`src/rtl/fetch_queue.sv`:
```
// fetch_queue: in-order instruction buffer between predecode and decode/rename.
// Accepts up to two predecoded slots per cycle into a circular buffer. It
// presents the two oldest entries, which the consumer dequeues 0, 1 or 2 at a
// time. A flush or reset empties the queue.
//
// Ports:
//   clock, reset            rising-edge clock, asynchronous active-high reset
//   io_flush                discard all entries and any same-cycle enqueue/dequeue
//   io_in_*1 / io_in_*2     two enqueue slots (valid, pc, insn, prediction, exception)
//   io_in_ready             queue has room for two entries (registered count only)
//   io_out_*1 / io_out_*2   oldest / second-oldest entry, data zeroed when not valid
//   io_out_ready1/2         consumer takes entry 1 / entry 2 (2 only together with 1)
//   io_count                current occupancy
module fetch_queue #(
    parameter int DEPTH = 8,
    parameter int PTR_W = $clog2(DEPTH)
) (
    input  logic             clock,
    input  logic             reset,
    input  logic             io_flush,
    input  logic             io_in_valid1,
    input  logic             io_in_valid2,
    input  logic [31:0]      io_in_pc1,
    input  logic [31:0]      io_in_pc2,
    input  logic [31:0]      io_in_insn1,
    input  logic [31:0]      io_in_insn2,
    input  logic             io_in_pred_taken1,
    input  logic             io_in_pred_taken2,
    input  logic [31:0]      io_in_pred_target1,
    input  logic [31:0]      io_in_pred_target2,
    input  logic             io_in_excp_valid1,
    input  logic             io_in_excp_valid2,
    input  logic [5:0]       io_in_excp_cause1,
    input  logic [5:0]       io_in_excp_cause2,
    input  logic [31:0]      io_in_excp_tval1,
    input  logic [31:0]      io_in_excp_tval2,
    output logic             io_in_ready,
    output logic             io_out_valid1,
    output logic             io_out_valid2,
    output logic [31:0]      io_out_pc1,
    output logic [31:0]      io_out_pc2,
    output logic [31:0]      io_out_insn1,
    output logic [31:0]      io_out_insn2,
    output logic             io_out_pred_taken1,
    output logic             io_out_pred_taken2,
    output logic [31:0]      io_out_pred_target1,
    output logic [31:0]      io_out_pred_target2,
    output logic             io_out_excp_valid1,
    output logic             io_out_excp_valid2,
    output logic [5:0]       io_out_excp_cause1,
    output logic [5:0]       io_out_excp_cause2,
    output logic [31:0]      io_out_excp_tval1,
    output logic [31:0]      io_out_excp_tval2,
    input  logic             io_out_ready1,
    input  logic             io_out_ready2,
    output logic [PTR_W:0]   io_count
);

    localparam int ENTRY_W = 136;
    localparam logic [PTR_W:0] DEPTH_C = (PTR_W+1)'(DEPTH);
    localparam logic [PTR_W:0] TWO_C   = (PTR_W+1)'(2);

    // Entry layout: {pc, insn, pred_taken, pred_target, excp_valid, excp_cause, excp_tval}
    logic [ENTRY_W-1:0] r_mem [DEPTH];
    logic [PTR_W-1:0]   r_head;
    logic [PTR_W-1:0]   r_tail;
    logic [PTR_W:0]     r_count;

    logic [ENTRY_W-1:0] w_in1, w_in2, w_out1, w_out2;
    logic [PTR_W-1:0]   w_head_p1, w_tail_p1;
    logic               w_enq1, w_enq2, w_deq1, w_deq2;
    logic [1:0]         w_enq_n, w_deq_n;

    assign w_in1 = {io_in_pc1, io_in_insn1, io_in_pred_taken1, io_in_pred_target1,
                    io_in_excp_valid1, io_in_excp_cause1, io_in_excp_tval1};
    assign w_in2 = {io_in_pc2, io_in_insn2, io_in_pred_taken2, io_in_pred_target2,
                    io_in_excp_valid2, io_in_excp_cause2, io_in_excp_tval2};

    assign w_head_p1 = r_head + PTR_W'(1);
    assign w_tail_p1 = r_tail + PTR_W'(1);

    // Ready looks only at the registered count, so a same-cycle dequeue never
    // opens space for a same-cycle enqueue.
    assign io_in_ready   = (DEPTH_C - r_count) >= TWO_C;
    assign io_out_valid1 = r_count >= (PTR_W+1)'(1);
    assign io_out_valid2 = r_count >= TWO_C;
    assign io_count      = r_count;

    // Slot 2 only moves when slot 1 does, keeping program order intact.
    assign w_enq1  = io_in_ready & io_in_valid1;
    assign w_enq2  = w_enq1 & io_in_valid2;
    assign w_deq1  = io_out_valid1 & io_out_ready1;
    assign w_deq2  = w_deq1 & io_out_valid2 & io_out_ready2;
    assign w_enq_n = {1'b0, w_enq1} + {1'b0, w_enq2};
    assign w_deq_n = {1'b0, w_deq1} + {1'b0, w_deq2};

    always_ff @(posedge clock or posedge reset) begin
        if (reset) begin
            r_head  <= '0;
            r_tail  <= '0;
            r_count <= '0;
        end else if (io_flush) begin
            r_head  <= '0;
            r_tail  <= '0;
            r_count <= '0;
        end else begin
            r_head  <= r_head + PTR_W'(w_deq_n);
            r_tail  <= r_tail + PTR_W'(w_enq_n);
            r_count <= r_count + (PTR_W+1)'(w_enq_n) - (PTR_W+1)'(w_deq_n);
        end
    end

    // Storage carries no reset; entries are only observable once counted.
    always_ff @(posedge clock) begin
        if (w_enq1 && !io_flush) r_mem[r_tail]    <= w_in1;
        if (w_enq2 && !io_flush) r_mem[w_tail_p1] <= w_in2;
    end

    assign w_out1 = io_out_valid1 ? r_mem[r_head]    : '0;
    assign w_out2 = io_out_valid2 ? r_mem[w_head_p1] : '0;

    assign {io_out_pc1, io_out_insn1, io_out_pred_taken1, io_out_pred_target1,
            io_out_excp_valid1, io_out_excp_cause1, io_out_excp_tval1} = w_out1;
    assign {io_out_pc2, io_out_insn2, io_out_pred_taken2, io_out_pred_target2,
            io_out_excp_valid2, io_out_excp_cause2, io_out_excp_tval2} = w_out2;

endmodule
```
`config.mk`:
```
export PLATFORM = sky130hd
export DESIGN_NAME = fetch_queue
export DESIGN_NICKNAME = d
export VERILOG_FILES = /design/src/rtl/fetch_queue.sv
export SDC_FILE = /design/constraint.sdc
export NUM_CORES = 2
export LEC_CHECK = 0
export ABC_CLOCK_PERIOD_IN_PS = 11600
export BUFFER_PORTS_ARGS = -buffer_cell sky130_fd_sc_hd__buf_2
export CAP_MARGIN = 20
export CORE_UTILIZATION = 30
export CTS_CLUSTER_DIAMETER = 200
export DETAILED_ROUTE_END_ITERATION = 16
export PLACE_DENSITY = 0.48
export SYNTH_ARGS = -nofsm -noshare
export SYNTH_HDL_FRONTEND = slang
export SYNTH_SLANG_ARGS = --single-unit
```
`constraint.sdc`:
```
create_clock -name clock -period 11.6 [get_ports clock]
set_input_delay 1.16 -clock clock [delete_from_list [all_inputs] [get_ports clock]]
set_output_delay 1.16 -clock clock [all_outputs]
set_load 0.02 [all_outputs]
```
==> impl.org <==
** Outcome
- Status :: completed

** Floorplanning
- 558 I/O pins were placed.
- Width of the chip :: roughly 470 µm
- Site row count :: 170
- The region available for standard cell placement spans 215000 µm².
- The floorplan step set the die height to 468 µm.
- The initial utilization of the core area, before any placement, comes to 30.3%.
- The die covers 219000 µm².

** GRT
- In the global route stage, overall resource usage came out at between 10% and 20%.
- The first global-routing pass estimated 311000 µm of wire.
- Maximum number of pins on one net before global-route repair :: 116
- Number of global-route vias before repair :: between 40000 and 50000
- For this run the aggregate overflow at the end of global routing stands at 0.
- Initial antenna violation count :: 81

** Setup path
- Type of the worst setup path :: reg2out
- Among the stages of the critical path, the cell type that occurs most often is buf_4.
- Family with the most delay on the worst path :: buffers and inverters
- CP Buf/Inv Count :: 5
- Data on the critical path arrives at its endpoint at 5900 ps.
- Endpoint required time on the critical path :: 10440 ps
- Largest incremental delay on the critical path :: about 900 ps
- Kind of end point of the critical path :: output pin
- Along the worst path, the maximum fanout reaches 112.
- Worst path slowest cell :: buf_4
- The worst setup path is launched from a register.
- Walking the worst path, the cells encountered are buf_4 > buf_4 > buf_12 > buf_4 > mux4_2 > nand2_1 > a21oi_1 > buf_2.

** Logic synthesis
- Async set or reset register ratio after synthesis :: 0.911%
- Biggest area contributors in the synthesized netlist :: edfxtp_1 (50%), mux4_2 (19%), mux2_2 (13%)
- Yosys printed 0 warnings.
- Of the post-synthesis cell area, the dominant cell type holds 50.2%.
- In this run, distinct cell masters in the synthesized netlist total 35.
- Counting flops and latches in the post-synthesis netlist gives approximately 1100.
- Syn nets :: about 4100
- In this run the cell area of the synthesized design comes to 65100 µm².
- Number of flops mapped to enable cells by yosys :: approximately 1100
- The cell count after synthesis came out at 3838.
- A synthesized cell averages around 17 µm².
- Commonest register cell after synthesis :: edfxtp_1
- Top cell type by total area after synthesis :: edfxtp_1
- Sequential element share of the synthesized area :: 50.6%

** Drt
- After detailed routing, the number of remaining DRC violations is 0.
- Met3 WL :: approximately 14000 µm
- DR vias/cell :: 5.36
- WL met2 :: 108000 µm
- Iteration-0 DRC count of the detailed router :: between 3000 and 4000
- The count of nets left with antenna violations once routing finished came out at 0.
- The detailed router put a total of ~94000 µm of wire on met1.
- The first detailed-routing pass took 5 iterations.
- Routed vias :: 39000
- Average routed wire per standard cell :: 30.4 µm
- The detailed router used layers up to and including met5.
- Total Wirelength :: 221000 µm

** Placement
- Gp weighted congestion :: 0.754
- The count of buffers added on input and output ports is 557.
- Dpl cell area :: 70400 µm²
- Placed wire-length estimate :: approximately 120000 µm

** Power
- Share of total power consumed by net switching :: ~41%
- IR analysis of the VDD net gives a maximum drop of 0.000296 V.
- Power per unit of standard cell area :: 244 nW/µm²
- For this design the total switching power over the nets is 7.49 mW.
- Comb power frac :: 49.4%
- Cell internal power was estimated by the tool at 10.8 mW.
- Static leakage power :: 24.6 nW
- Post-layout total power :: between 15 and 20 mW
- The share of total power dissipated in sequential elements is 27.2%.
- Clock network fraction of total power :: 23.4%

** STA
- For the final database, setup skew stands at 50.8 ps.
- The hold violation count in the final report came to 0.
- Final critical-path required period :: between 7000 and 8000 ps
- At the pin with the least slew margin, the transition time is 1100 ps.
- Setup violation total in the final timing report :: 0
- After layout, the worst path uses between 60% and 70% of the clock period.
- Setup repair after global routing left no endpoint under its margin.
- After routing, the total negative slack on setup checks comes to 0 ps.
- Max transition margin :: 26.3%
- Pins Over Slew Limit :: 0
- Max Freq :: roughly 140 MHz

** Clock network
- CTS Hold Bufs :: 0
- At the later pin of the worst-skew pair, clock insertion delay measures 810 ps.
- The clock tree synthesis step divided the H-tree into 4 levels.
- The tree is rooted in a clkbuf_16.
- Clock tree buffer depth :: 3
- Clock tree from TritonCTS :: done
- Post-CTS resize count :: 0
- Clock transition at the registers of the reported paths :: 60 ps
- Setup bufs post-CTS :: 0
- Sinks on Clock Net :: 1098
- Number of buffers created by CTS :: 141

** Final layout
- The post-route netlist has 56.6% of its cells at a drive strength greater than 1.
- Area grow syn2layout :: 15.0%
- Final layout net count :: 4599
- Number of filler cells placed in the layout :: approximately 21000
- Across the whole layout, storage elements account for about 33000 µm².
- Multi-input logic area :: slightly above 30000 µm²
- The finished cells cover 74900 µm².
- For this run, the share of the core covered by cells in the final layout is 34.8%.

** Run
- Max cap viols :: 0

** Min path
- Tightest Hold Check Type :: in2async
## power by group through the flow
stage,combinational (mW),sequential [mW],clock [mW]
2_1_floorplan,6.08,5.02,0
3_3_place_gp,9.17,5.06,0
3_5_place_dp,9.17,5.07,0
4_1_cts,9.20,4.99,4.40
5_1_grt,9.62,5.02,4.53
6_report,9.03,4.98,4.28
## worst reg2reg max path, stage by stage (launching register included)
cell	delay [ps]
dfrtp_1	520
ha_1	320
xnor2_1	340
nand4_1	300
a21oi_4	210
buf_4	520
buf_4	840
buf_4	920
mux2_2	500
## layer usage
layer / vias up / track usage [%]
met2: 1213 / 33.6
met4: 62 / 4.69
met3: 372 / 4.54
met5: - / 0
met1: 20800 / 25.6
li1: 16500 / -
## registers in the layout (all words and copies together) (netlist names)
name,count
r_mem,1088
io_count,4
r_tail,3
r_head,3
## logic make-up (layout without fill, tap and decap cells)
logic type / Yosys count / after routing / share of synthesized area, %
AO/OA/AOI/OAI: 154 / 154 / 1.19
multiplexers: 1768 / 1768 / 41.6
flip-flops: 1098 / 1098 / 50.6
AND/OR/NAND/NOR: 454 / 454 / 2.76
adder cells (fa/ha/maj): 17 / 17 / 0.373
other: 0 / 18 / 0
XOR/XNOR: 10 / 10 / 0.158
buffers and inverters: 337 / 912 / 3.36
## per-stage QoR
| stage | std cells | setup slack [ps] | hold slack (ps) |
|---|---|---|---|
| floorplan | 3838 | 2570 | 609 |
| global placement | 6996 | 5340 | 670 |
| detailed placement | 6997 | 5320 | 679 |
| CTS | 7250 | 4400 | 284 |
| global route | 7256 | 4060 | 343 |
| finish | 7269 | 4540 | 372 |
## placed cells by master, fill, tap and decap left out, drive strengths merged
| cell type | instances |
|---|---|
| nand3b | 1 |
| mux4 | 544 |
| a21oi | 153 |
| and3b | 2 |
| edfxtp | 1088 |
| fa | 4 |
| nand3 | 7 |
| and2 | 3 |
| nor2b | 6 |
| diode | 18 |
| mux2 | 1088 |
| clkinv | 56 |
| clkinvlp | 3 |
| a21o | 1 |
| clkbuf | 177 |
| dfrtp | 10 |
| nor3b | 3 |
| nand4 | 4 |
| nor3 | 2 |
| buf | 642 |
| inv | 27 |
| nor2 | 146 |
| mux2i | 136 |
| xnor2 | 6 |
| ha | 13 |
| xor2 | 4 |
| and3 | 1 |
| nand2 | 279 |
| bufinv | 7 |
## final timing paths
check / from / end / slack [ps] / cells past startpoint
worst max register to register: r_tail[0] / r_mem[0][32] / 6850 / 8
max in group asynchronous: reset / r_head[1] / 10830 / 2
worst min-delay path: reset / r_tail[2] / 370 / 2
worst min register to register: r_tail[2] / r_tail[2] / 700 / 2
worst max-delay path: r_head[0] / io_out_insn2[12] / 4540 / 8
min in group clock: r_tail[2] / r_tail[2] / 700 / 2
## layout make-up
type                    count  area share, %
flip-flops and latches   1098           44.0
multi-input cells        2403           40.3
clock buffers             177           4.99
repair buffers            642           4.83
well taps                2838           4.74
clock inverters            76          0.963
inverters                  17         0.0852
diodes                     18         0.0602
## synthesized netlist by cell type, drive strengths merged, types with 4 or more instances
| library cell | count |
|---|---|
| mux2i | 136 |
| clkbuf | 86 |
| xnor2 | 6 |
| xor2 | 4 |
| nor2 | 146 |
| buf | 234 |
| a21oi | 153 |
| dfrtp | 10 |
| inv | 17 |
| mux4 | 544 |
| nand2 | 279 |
| nand3 | 7 |
| edfxtp | 1088 |
| nor2b | 6 |
| nand4 | 4 |
| fa | 4 |
| ha | 13 |
| mux2 | 1088 |
No activity file was read; power rests on OpenSTA's default activity.
